[src/rtl/fast_adc_pkg.sv]
// Shared widths, lane state encoding and the offset-binary conversion for the
// fast ADC receive path.
package fast_adc_pkg;

  localparam int ADC_W     = 16;
  localparam int ERR_CNT_W = 8;
  localparam int ALT_CNT_W = 4;

  typedef enum logic {
    HUNT   = 1'b0,
    LOCKED = 1'b1
  } lane_state_e;

  // Offset-binary to two's complement is just an MSB flip.
  function automatic logic [ADC_W-1:0] to_twos(input logic [ADC_W-1:0] word,
                                               input bit               offset_bin);
    return offset_bin ? {~word[ADC_W-1], word[ADC_W-2:0]} : word;
  endfunction

endpackage

[src/rtl/fast_adc_lane.sv]
// One interleaved A/B ADC lane: input register, alternation lock FSM,
// A-word latch, paired output register and framing-error counter.
module fast_adc_lane
  import fast_adc_pkg::*;
#(
  parameter int LOCK_CNT   = 4,
  parameter bit OFFSET_BIN = 1'b1
) (
  input  logic                 clk,
  input  logic                 rst_n,
  input  logic [ADC_W-1:0]     adc_data,
  input  logic                 adc_sel,
  output logic [2*ADC_W-1:0]   pair,
  output logic                 pair_valid,
  output logic                 locked,
  output logic                 err,
  output logic [ERR_CNT_W-1:0] err_cnt
);

  localparam logic [ALT_CNT_W-1:0] LOCK_THR = ALT_CNT_W'(LOCK_CNT);
  localparam logic [ALT_CNT_W-1:0] ALT_MAX  = '1;
  localparam logic [ERR_CNT_W-1:0] ERR_MAX  = '1;

  logic [ADC_W-1:0]     data_r;
  logic                 sel_r;
  logic                 prev_sel;
  lane_state_e          state, next_state;
  logic [ALT_CNT_W-1:0] alt_cnt, alt_cnt_nxt;
  logic [ADC_W-1:0]     a_latch, a_latch_nxt;
  logic [2*ADC_W-1:0]   pair_nxt;
  logic                 valid_nxt;
  logic                 err_nxt;
  logic [ERR_CNT_W-1:0] err_cnt_nxt;
  logic                 repeat_sel;

  always_ff @(posedge clk or negedge rst_n) begin
    if (!rst_n) begin
      data_r   <= '0;
      sel_r    <= 1'b0;
      prev_sel <= 1'b0;
    end else begin
      data_r   <= to_twos(adc_data, OFFSET_BIN);
      sel_r    <= adc_sel;
      prev_sel <= sel_r;
    end
  end

  assign repeat_sel = (sel_r == prev_sel);

  // A pair is committed only on a clean A->B step, so A and B always move together.
  always_comb begin
    next_state  = state;
    alt_cnt_nxt = alt_cnt;
    a_latch_nxt = a_latch;
    pair_nxt    = pair;
    valid_nxt   = 1'b0;
    err_nxt     = 1'b0;
    err_cnt_nxt = err_cnt;
    case (state)
      HUNT: begin
        if (repeat_sel) begin
          alt_cnt_nxt = '0;
        end else if (alt_cnt != ALT_MAX) begin
          alt_cnt_nxt = alt_cnt + 1'b1;
        end
        if (!repeat_sel && sel_r && (alt_cnt_nxt >= LOCK_THR)) begin
          next_state  = LOCKED;
          alt_cnt_nxt = '0;
        end
      end
      LOCKED: begin
        if (repeat_sel) begin
          err_nxt     = 1'b1;
          next_state  = HUNT;
          alt_cnt_nxt = '0;
          if (err_cnt != ERR_MAX) begin
            err_cnt_nxt = err_cnt + 1'b1;
          end
        end else if (!sel_r) begin
          a_latch_nxt = data_r;
        end else begin
          pair_nxt  = {data_r, a_latch};
          valid_nxt = 1'b1;
        end
      end
      default: begin
        next_state  = HUNT;
        alt_cnt_nxt = '0;
      end
    endcase
  end

  always_ff @(posedge clk or negedge rst_n) begin
    if (!rst_n) begin
      state      <= HUNT;
      alt_cnt    <= '0;
      a_latch    <= '0;
      pair       <= '0;
      pair_valid <= 1'b0;
      err        <= 1'b0;
      err_cnt    <= '0;
    end else begin
      state      <= next_state;
      alt_cnt    <= alt_cnt_nxt;
      a_latch    <= a_latch_nxt;
      pair       <= pair_nxt;
      pair_valid <= valid_nxt;
      err        <= err_nxt;
      err_cnt    <= err_cnt_nxt;
    end
  end

  assign locked = (state == LOCKED);

endmodule

[src/rtl/fast_adc_rx.sv]
// Receive side for N_ADC interleaved dual-channel fast ADC lanes; each lane
// locks and pairs independently, the top only packs the per-lane buses.
module fast_adc_rx
  import fast_adc_pkg::*;
#(
  parameter int N_ADC      = 7,
  parameter int LOCK_CNT   = 4,
  parameter bit OFFSET_BIN = 1'b1
) (
  input  logic                       clk_in,
  input  logic                       rstn_in,
  input  logic [N_ADC*ADC_W-1:0]     fADC_in,
  input  logic [N_ADC-1:0]           fADC_sel_in,
  output logic [N_ADC*2*ADC_W-1:0]   s_out,
  output logic [N_ADC-1:0]           s_valid_out,
  output logic [N_ADC-1:0]           locked_out,
  output logic [N_ADC-1:0]           err_out,
  output logic [N_ADC*ERR_CNT_W-1:0] err_cnt_out
);

  for (genvar k = 0; k < N_ADC; k++) begin : g_lane
    fast_adc_lane #(
      .LOCK_CNT   (LOCK_CNT),
      .OFFSET_BIN (OFFSET_BIN)
    ) u_lane (
      .clk        (clk_in),
      .rst_n      (rstn_in),
      .adc_data   (fADC_in[k*ADC_W +: ADC_W]),
      .adc_sel    (fADC_sel_in[k]),
      .pair       (s_out[k*2*ADC_W +: 2*ADC_W]),
      .pair_valid (s_valid_out[k]),
      .locked     (locked_out[k]),
      .err        (err_out[k]),
      .err_cnt    (err_cnt_out[k*ERR_CNT_W +: ERR_CNT_W])
    );
  end

endmodule

[config.mk]
export PLATFORM = sky130hd
export DESIGN_NAME = fast_adc_rx
export DESIGN_NICKNAME = d
export VERILOG_FILES = /design/src/rtl/fast_adc_pkg.sv /design/src/rtl/fast_adc_lane.sv /design/src/rtl/fast_adc_rx.sv
export SDC_FILE = /design/constraint.sdc
export NUM_CORES = 1
export LEC_CHECK = 0
export BUFFER_PORTS_ARGS = -buffer_cell sky130_fd_sc_hd__buf_2
export CAP_MARGIN = 20
export CORE_MARGIN = 10
export CORE_UTILIZATION = 50
export CTS_BUF_LIST = sky130_fd_sc_hd__clkbuf_8
export CTS_CLUSTER_SIZE = 24
export DETAILED_ROUTE_END_ITERATION = 6
export GPL_ROUTABILITY_DRIVEN = 1
export MAX_ROUTING_LAYER = met4
export PLACE_DENSITY = 0.74
export SYNTH_ARGS = -nofsm -noshare
export SYNTH_HDL_FRONTEND = slang
export SYNTH_SLANG_ARGS = --single-unit
[constraint.sdc]
create_clock -name clk_in -period 1.9 [get_ports clk_in]
set_input_delay 0.19 -clock clk_in [delete_from_list [all_inputs] [get_ports clk_in]]
set_output_delay 0.19 -clock clk_in [all_outputs]
set_load 0.005 [all_outputs]
==> results.toml <==
[status]
status = "finished clean"

[global_routing]
grt_pass1_wl_mm = 79.63
grt_pass1_vias = 14650
antenna_found_initial = 2
grt.total_usage = 0.2042
grt_start_max_net_pins = 80
grt_overflow = 0

[pwr]
ir_drop_mv = 0.8209
leakage_nw = 14.55
power_density_mw_per_mm2 = 1051
power_frac_comb = 0.118
p_seq_frac = 0.507
p_int_mw = 21.41
clkPwrFrac = 0.375
p_switching_mw = 7.078
switching_share = 0.2485

[place]
io_buffers = 421
dp.final_hpwl_mm = 34.03
dp_slack_ns = 0.09869
gp_congestion = 0.8371
dp_cells = 2343
place_area_mm2 = 0.02395

[final_layout]
drive_gt1_frac = 0.4590
postLayoutCellArea_mm2 = 0.02711
multiInputGateArea_mm2 = 0.006279
finalNetCount = 2169
regArea_mm2 = 0.01419
fin_util = 0.6493
fin_cells = 2629
area_delta_synth_final_pct = 28.71
nFillCells = 2946

[worst_setup_path]
ff2ff_path_depth = 5
slowest_delay_ns = 0.42
crit_family = "simple AND/OR/NAND/NOR gates"
crit_path_cell_trace = "ha_1, and2_4, and3_1, nand4_1, mux2_1"
r2r_end = "g_lane[4].u_lane.err_cnt[6]"
crit_start = "g_lane[4].u_lane.sel_r"
crit_cells = 5
cp_max_fo = 6
worstPathArrival_ns = 2.33
reg2reg_from = "g_lane[4].u_lane.sel_r"
setup.worst_path.end_class = "register"
cp-start-kind = "register"
rrSetupSlack_ns = 0.12
required_ns = 2.45
critPathKind = "reg2reg"
critPathBufInv = 0
slowest_stage = "ha_1"

[routing]
ant_nets = 0
highest_layer = "met4"
detail_route.wl_per_cell_um = 19.02
dr.first_iter.drc_count = 806
dr_wl_met2_mm = 25.60
met3_length_mm = 3.216
via_count = 13470
firstDrtPassIters = 5
viasPerCell = 5.124
drc = 0
wirelength_mm = 50.01
wl_met1_mm = 19.64

[die]
fp.dieW_um = 225.3
io-pin-count = 422
dieArea_mm2 = 0.05074
core.rowCount = 75
start_util = 0.5045
core_area_mm2 = 0.04176
die_y_um = 225.3

[logic_synthesis]
synth_top_area_share = 0.6735
postSynthAreaPerCell_um2 = 15.00
syn_nets = 1553
ys_types = 37
synth_top_cells_by_area = "dfrtp_1, mux2_2, ha_1"
yosys_warnings = 0
ys_seq_elements = 567
mappedNetlistArea_mm2 = 0.02107
ys_seq_area_frac = 0.6735
synth_largest_area_cell = "dfrtp_1"
netlist_instances = 1404

[hold_path]
hold_path_end = "g_lane[5].u_lane.data_r[9]"
hold_path.class = "in2reg"
holdCritStartpoint = "fADC_in[89]"
hold_depth = 2

[sta]
fmax_mhz = 561.7
fin_crit_ns = 1.780
tightest_slew_ns = 0.5015
worst_slack_ns = 0.1195
fin_skew_ns = 0.02214
setup_viol = 0
hold_viol_final = 0
drv_slew = 0
fin_tns_setup_ns = 0
rsz0062_at_grt = "false"
min_period_over_period = 0.9371
slew_headroom = 0.6646

[clock_tree]
clock-root-buffer = "clkbuf_8"
worstSkewPairLatency_ns = 0.67
tritoncts = "built"
post-cts-setup-buffer-count = 0
clk_pin_slew_worst_paths_ns = 0.07
numClockSinks = 567
htree_num_levels = 3
cts_made_buffers = 91
cts_buffer_depth = 3

[job]
maxCapViolCount = 0
registers in the layout (all words and copies together) (netlist names):
register / flops
g_lane.u_lane.sel_r: 7
g_lane.u_lane.alt_cnt: 28
g_lane.u_lane.data_r: 112
g_lane.u_lane.err: 7
g_lane.u_lane.prev_sel: 7
g_lane.u_lane.err_cnt: 56
g_lane.u_lane.pair: 224
g_lane.u_lane.pair_valid: 7
g_lane.u_lane.locked: 7
g_lane.u_lane.a_latch: 112
power groups by stage:
stage                     clock [mW]  sequential, mW  combinational (mW)
final                           10.7            14.4                3.36
after global routing            11.6            14.6                3.72
after CTS                       11.0            14.4                3.41
after detailed placement           0            14.6                3.19
after global placement             0            14.5                3.05
after floorplan                    0            14.5                1.56
timing repair:
action	4_1_cts	5_1_grt
resized for setup	0	2
endpoints found under the setup margin	0	1
hold endpoints to repair	610	0
hold buffers	122	0
cells in the mapped netlist:
| cell type | count |
|---|---|
| nand3_1 | 34 |
| xor2_1 | 2 |
| ha_1 | 28 |
| o21ai_1 | 8 |
| or4_1 | 7 |
| nand2_1 | 53 |
| o21a_1 | 4 |
| nand3_2 | 1 |
| and3_1 | 8 |
| buf_4 | 21 |
| o21ai_0 | 23 |
| nand4_1 | 13 |
| mux2_2 | 344 |
| and4_1 | 8 |
| a221oi_1 | 7 |
| buf_6 | 7 |
| and2_4 | 5 |
| and3_4 | 1 |
| inv_1 | 52 |
| a31oi_1 | 16 |
| a21oi_1 | 45 |
| or4b_1 | 7 |
| o21ai_2 | 2 |
| buf_2 | 35 |
| o211ai_1 | 1 |
| or2_1 | 1 |
| mux2i_1 | 1 |
| nor4_1 | 1 |
| nor3_1 | 17 |
| and2_1 | 1 |
| a211oi_1 | 7 |
| xnor2_1 | 25 |
| nor2_1 | 32 |
| dfrtp_1 | 567 |
| mux2_1 | 7 |
| nand2b_1 | 6 |
| o31ai_1 | 7 |
layout make-up:
| cell class | count | share of cell area |
|---|---|---|
| Tap cell | 539 | 0.02487 |
| Sequential cell | 567 | 0.5233 |
| Inverter | 52 | 0.007199 |
| Clock inverter | 39 | 0.008721 |
| Clock buffer | 121 | 0.06142 |
| Multi-Input combinational cell | 722 | 0.2316 |
| Antenna cell | 3 | 0.0002769 |
| Timing Repair Buffer | 586 | 0.1427 |
metal layers:
metal / vias to the layer above / GRT usage
met5: - / -
met4: 0 / 0.08671
met3: 94 / 0.05673
met2: 362 / 0.3373
met1: 6856 / 0.2305
li1: 6159 / -
worst max path at each step:
stage	end	slack, ns
final	g_lane[4].u_lane.err_cnt[6]	0.12
after floorplan	g_lane[1].u_lane.err_cnt[7]	0.25
after global routing	g_lane[3].u_lane.err_cnt[6]	0.008
after CTS	g_lane[1].u_lane.err_cnt[7]	0.08
after detailed placement	g_lane[1].u_lane.err_cnt[7]	0.1
after global placement	g_lane[1].u_lane.err_cnt[7]	0.16
worst register-to-register path, cell delays in order (launching register included):
cell     delay (ns)
dfrtp_1        0.39
ha_1           0.42
and2_4         0.21
and3_1         0.22
nand4_1        0.12
mux2_1         0.33
cell families (layout without fill, tap and decap cells):
logic type,after synthesis,count (layout),share of synthesized area
buf+inv,115,798,0.02881
xor+xnor,27,27,0.01123
other cells,0,3,0
mux,352,352,0.1881
flops,567,567,0.6735
simple gates,195,195,0.04841
fa+ha+maj,28,28,0.01663
compound gates,120,120,0.03332
per-stage QoR:
| step | total power, mW | hold WS, ns |
|---|---|---|
| after CTS | 28.86 | 0.07454 |
| final | 28.49 | 0.1565 |
| after floorplan | 16.04 | -0.1056 |
| after global placement | 17.59 | 0.1221 |
| after detailed placement | 17.83 | 0.1251 |
| after global routing | 29.91 | 0.1144 |
placed cells by master (no fill, tap or decap), types with 27 or more instances in the layout:
cell type	netlist	layout
mux2_2	344	344
a21oi_1	45	45
nor2_1	32	32
buf_4	21	27
dlygate4sd3_1	0	122
clkbuf_8	0	121
inv_1	52	73
dfrtp_1	567	567
nand3_1	34	34
nand2_1	53	53
ha_1	28	27
buf_2	35	420
(Power assumes the default switching activity.)
